**config.mk**
```make
export PLATFORM = sky130hd
export DESIGN_NAME = process_dispatch_queue
export DESIGN_NICKNAME = d
export VERILOG_FILES = /design/src/rtl/process_dispatch_queue.sv
export SDC_FILE = /design/constraint.sdc
export NUM_CORES = 2
export LEC_CHECK = 0
export ABC_AREA = 1
export CORE_ASPECT_RATIO = 1.75
export CORE_MARGIN = 2
export CORE_UTILIZATION = 46
export CTS_CLUSTER_DIAMETER = 50
export CTS_CLUSTER_SIZE = 8
export DETAILED_ROUTE_END_ITERATION = 10
export GPL_TIMING_DRIVEN = 1
export MAX_ROUTING_LAYER = met4
export SLEW_MARGIN = 20
export SYNTH_ARGS = -nofsm -noshare
export SYNTH_HDL_FRONTEND = slang
export SYNTH_SLANG_ARGS = --single-unit
```
**constraint.sdc**
```tcl
create_clock -name clk -period 6 [get_ports clk]
set_input_delay 1.2 -clock clk [delete_from_list [all_inputs] [get_ports clk]]
set_output_delay 1.2 -clock clk [all_outputs]
set_load 0.01 [all_outputs]
```
**src/rtl/process_dispatch_queue.sv**
```systemverilog
// Descriptor FIFO between the process control block and the kernel array.
// Each queued descriptor is dispatched to the kernel that is granted for it.
module process_dispatch_queue #(
    parameter int KERNEL_NUM = 8,
    parameter int FIFO_DEPTH = 16
) (
    input  logic                          clk,
    input  logic                          rst,
    input  logic                          process_start,
    input  logic [87:0]                   process_info,
    output logic                          process_accept,
    input  logic                          new_dsc,
    output logic                          engine_start,
    input  logic [KERNEL_NUM-1:0]         kernel_start,
    output logic [KERNEL_NUM-1:0]         dsc_valid,
    output logic [63:0]                   dsc_addr,
    output logic [8:0]                    dsc_pid,
    output logic [7:0]                    dsc_ctrl,
    output logic [$clog2(FIFO_DEPTH):0]   fifo_count,
    output logic                          grant_err
);

    localparam int AW = $clog2(FIFO_DEPTH);
    localparam int CW = AW + 1;

    typedef enum logic [1:0] {IDLE, ISSUE, CHECK, GAP} state_t;

    state_t                state;
    logic [80:0]           mem [FIFO_DEPTH];
    logic [AW-1:0]         wr_ptr;
    logic [AW-1:0]         rd_ptr;
    logic [CW-1:0]         count;
    logic [80:0]           head;
    logic                  push;
    logic                  pop;
    logic                  grant_any;
    logic                  grant_multi;
    logic [KERNEL_NUM-1:0] grant_low;
    logic                  unused_pad;

    // Holding off while process_accept is high stops a second capture of the same offer.
    always_comb begin
        push        = process_start && !process_accept && (count < CW'(FIFO_DEPTH));
        grant_any   = (kernel_start != '0);
        grant_multi = ((kernel_start & (kernel_start - 1'b1)) != '0);
        grant_low   = kernel_start & (~kernel_start + 1'b1);
        pop         = (state == CHECK) && grant_any;
        head        = mem[rd_ptr];
        fifo_count  = count;
        unused_pad  = ^process_info[87:81];
    end

    always_ff @(posedge clk) begin
        if (push) begin
            mem[wr_ptr] <= process_info[80:0];
        end
    end

    always_ff @(posedge clk) begin
        if (rst) begin
            wr_ptr         <= '0;
            rd_ptr         <= '0;
            count          <= '0;
            process_accept <= 1'b0;
        end else begin
            process_accept <= push;
            if (push) begin
                wr_ptr <= wr_ptr + 1'b1;
            end
            if (pop) begin
                rd_ptr <= rd_ptr + 1'b1;
            end
            case ({push, pop})
                2'b10:   count <= count + 1'b1;
                2'b01:   count <= count - 1'b1;
                default: count <= count;
            endcase
        end
    end

    always_ff @(posedge clk) begin
        if (rst) begin
            state        <= IDLE;
            engine_start <= 1'b0;
            dsc_valid    <= '0;
            dsc_addr     <= '0;
            dsc_pid      <= '0;
            dsc_ctrl     <= '0;
            grant_err    <= 1'b0;
        end else begin
            engine_start <= 1'b0;
            dsc_valid    <= '0;
            case (state)
                IDLE: begin
                    if ((count != '0) && new_dsc) begin
                        state        <= ISSUE;
                        engine_start <= 1'b1;
                    end
                end
                ISSUE: state <= CHECK;
                CHECK: begin
                    // A zero grant leaves the head in place so it is retried on the next pass.
                    if (grant_any) begin
                        dsc_valid <= grant_low;
                        dsc_addr  <= head[63:0];
                        dsc_pid   <= head[72:64];
                        dsc_ctrl  <= head[80:73];
                        if (grant_multi) begin
                            grant_err <= 1'b1;
                        end
                    end
                    state <= GAP;
                end
                GAP:     state <= IDLE;
                default: state <= IDLE;
            endcase
        end
    end

endmodule

```
==> metrics <==
share of cells above drive strength 1=5.21%; worst vdd ir=between 0.3 and 0.4 mV; Final #Nets=5866; FMAX=298 MHz; Initial DRC Count=about 3000; P&R area growth vs syn=15.2%; Crit-path slowest cell=buf_4; Sink Count=between 1000 and 1500; Max H-tree Level=4; gpl congestion=around 0.78; worst-case clock buffer depth=3; fillcell total=~11000; Port Buf Inserts=189; crit path cell chain=buf_12 -> buf_4 -> nand2_1 -> nand3_1 -> nand3_1 -> nand3_1 -> nand3_1 -> nand2_1 -> inv_1; grt total ovfl=0; Tot GR Track Use=a little under a quarter; top post-synthesis cells by count=1758 x nand2_1, 1296 x edfxtp_1, 902 x nand3_1; crit path DAT=about 4 ns; Clock Skews=around 0.032 ns; clk_lat worst skew=0.80 ns; post-DR wirelength/cell=~20 um; Die Span X=roughly 270 um; period utilization=55.9%; Mapped Cells=5604; ANT nets after route=0; clock slew seen by the registers of the worst setup and hold paths=0.05 ns; count of cell types in the netlist=26; EDFF count, synth=1296; Syn Area/Cell=10.5 um^2; post-detail-place hpwl=72000 um; final setup violation count=0; drt pass-1 iters=6; post-route minimum period=3.35 ns; top-count cell post-synth=nand2_1; run status=completed; Worst Hold Class=flip-flop to flip-flop; top cells by area, synth=edfxtp_1 66%, nand2_1 11%, nand3_1 7.7%, inv_1 5.4%, dfxtp_1 3.6%; Main synth FF type=edfxtp_1; Bufs and invs on worst path=3; drt via density=slightly above 5; area occupied by registers=41100 um^2; worst path required time=6.69 ns; FF+latch count, synth=1403; Post-Synthesis Cell Area=58900 um^2; TritonCTS clock tree=built; Synth area leader=edfxtp_1; floorplan row count=173; Resized cells post-CTS=0; Critical Path Most Common Cell=nand3_1; final setup margin=approximately 2.6 ns; startpoint types=flip-flop; Core Area=between 100000 and 150000 um^2; Mapped Nets=5715; via count of the first global-routing pass=38500; pin count of the biggest net entering global routing=239; area of the multi-input gates=13100 um^2; Die Y=477 um; Setup crit end kind=flip-flop; I/O pins=197; Slew headroom=26.4%; Final Max Slew Viols=0; Final Hold Fails=0; CP max FO=approximately 150; DR DRC count=0; Hold Crit Start=grant_err; Place WS=1.86 ns; RSZ-0062 raised after global routing=false; Worst-Margin Slew=1.10 ns; initial antenna violation count=15; CTS Buf Count=195; Crit path largest cell delay=between 0.8 and 0.9 ns; Leakage=27.5 nW; max-cap violations=0; Pwr Density=393 nW/um^2; Synth top area share=66.1%; Setup crit start=rd_ptr[0]; Setup TNS=0 ns; sequential area share after synthesis=~70%; global-route wire length before repair=around 230000 um; Die ar.=between 100000 and 150000 um^2; kind of critical path=flip-flop to flip-flop; critical path's top delay family=buffers and inverters; Starting Density=a little under half; Root Driver=clkbuf_16; Post-synth ARST share=0%; drt total wl=~150000 um; buffers inserted by post-CTS timing repair=0; DR vias=39100; Worst R2R Start=rd_ptr[0]; count of hold-fix buffers inserted at cts=0; Yosys warnings=0
[report_power, final]
group          internal [W]  switching, W
Sequential           0.0111      0.000303
Combinational       0.00164       0.00342
Clock               0.00620       0.00399
Total                0.0190       0.00772
[state kept, by name, summed over array words and instances, names as in the netlist]
signal / count
engine_start: 1
grant_err: 1
wr_ptr: 4
mem: 1296
dsc_valid: 8
dsc_pid: 9
state: 2
fifo_count: 5
dsc_ctrl: 8
rd_ptr: 4
dsc_addr: 64
process_accept: 1
[layout by cell type (no fill, tap or decap), types with 2 or more instances in the layout]
master	instances
nand2_1	1758
edfxtp_1	1296
nand3_1	902
inv_1	851
clkbuf_16	201
clkdlybuf4s50_1	188
nor2_1	152
clkbuf_1	143
dfxtp_1	103
a21oi_1	95
o21ai_0	77
buf_4	50
nor2_4	17
diode_2	14
o211ai_1	13
buf_12	13
ha_1	11
inv_6	6
xor2_1	5
nor3_1	5
dfxtp_4	4
inv_2	3
o21ai_1	3
nand4_1	3
inv_8	2
clkinvlp_4	2
clkinv_16	2
clkinv_8	2
[worst paths after layout]
check	end	slack [ns]	cells past startpoint
setup reg to reg	dsc_addr[32]	2.65	9
hold reg to reg	grant_err	0.46	2
setup / recovery	dsc_addr[32]	2.65	9
hold / removal	grant_err	0.46	2
[worst register-to-register path, stage by stage, from the launching register on]
cell and delay (ns):
dfxtp_4 0.75, buf_12 0.55, buf_4 1.13, nand2_1 0.19
nand3_1 0.11, nand3_1 0.10, nand3_1 0.11, nand3_1 0.17
nand2_1 0.12, inv_1 0.04
[stage by stage]
stage | instances | hold slack, ns | util (%) | area [um^2] | power (W)
2_1_floorplan | 5604 | 0.439 | - | 58900 | 0.0150
3_3_place_gp | 7220 | 0.438 | 48.8 | 62100 | 0.0166
3_5_place_dp | 7220 | 0.449 | 48.8 | 62100 | 0.0167
4_1_cts | 7576 | 0.458 | 53.3 | 67800 | 0.0269
5_1_grt | 7590 | 0.493 | 53.4 | 67800 | 0.0279
6_report | 7590 | 0.455 | 53.4 | 67800 | 0.0267
[logic make-up after synthesis]
logic type | synth area share, %
buffers and inverters | 8.21
AOI/OAI and AO/OA | 1.68
DFF | 69.7
adders and majority gates | 0.234
xor gates and xnor gates | 0.0893
and+or+nand+nor | 20.0
[final cells by class]
class / count / share of cell area (%)
multi-input combinational: 3044 / 19.3
antenna: 14 / 0.0517
sequential: 1403 / 60.6
tap: 1662 / 3.07
inverter: 859 / 4.82
timing repair buffer: 252 / 3.73
clock buffer: 344 / 8.21
clock inverter: 12 / 0.231
[layer usage]
layer	track usage, %	share of wire (%)
met5	-	0
met4	10.2	3.8
met3	3.67	5.7
met2	40.7	51
met1	27.7	40
No activity file was read; power rests on OpenSTA's default activity.
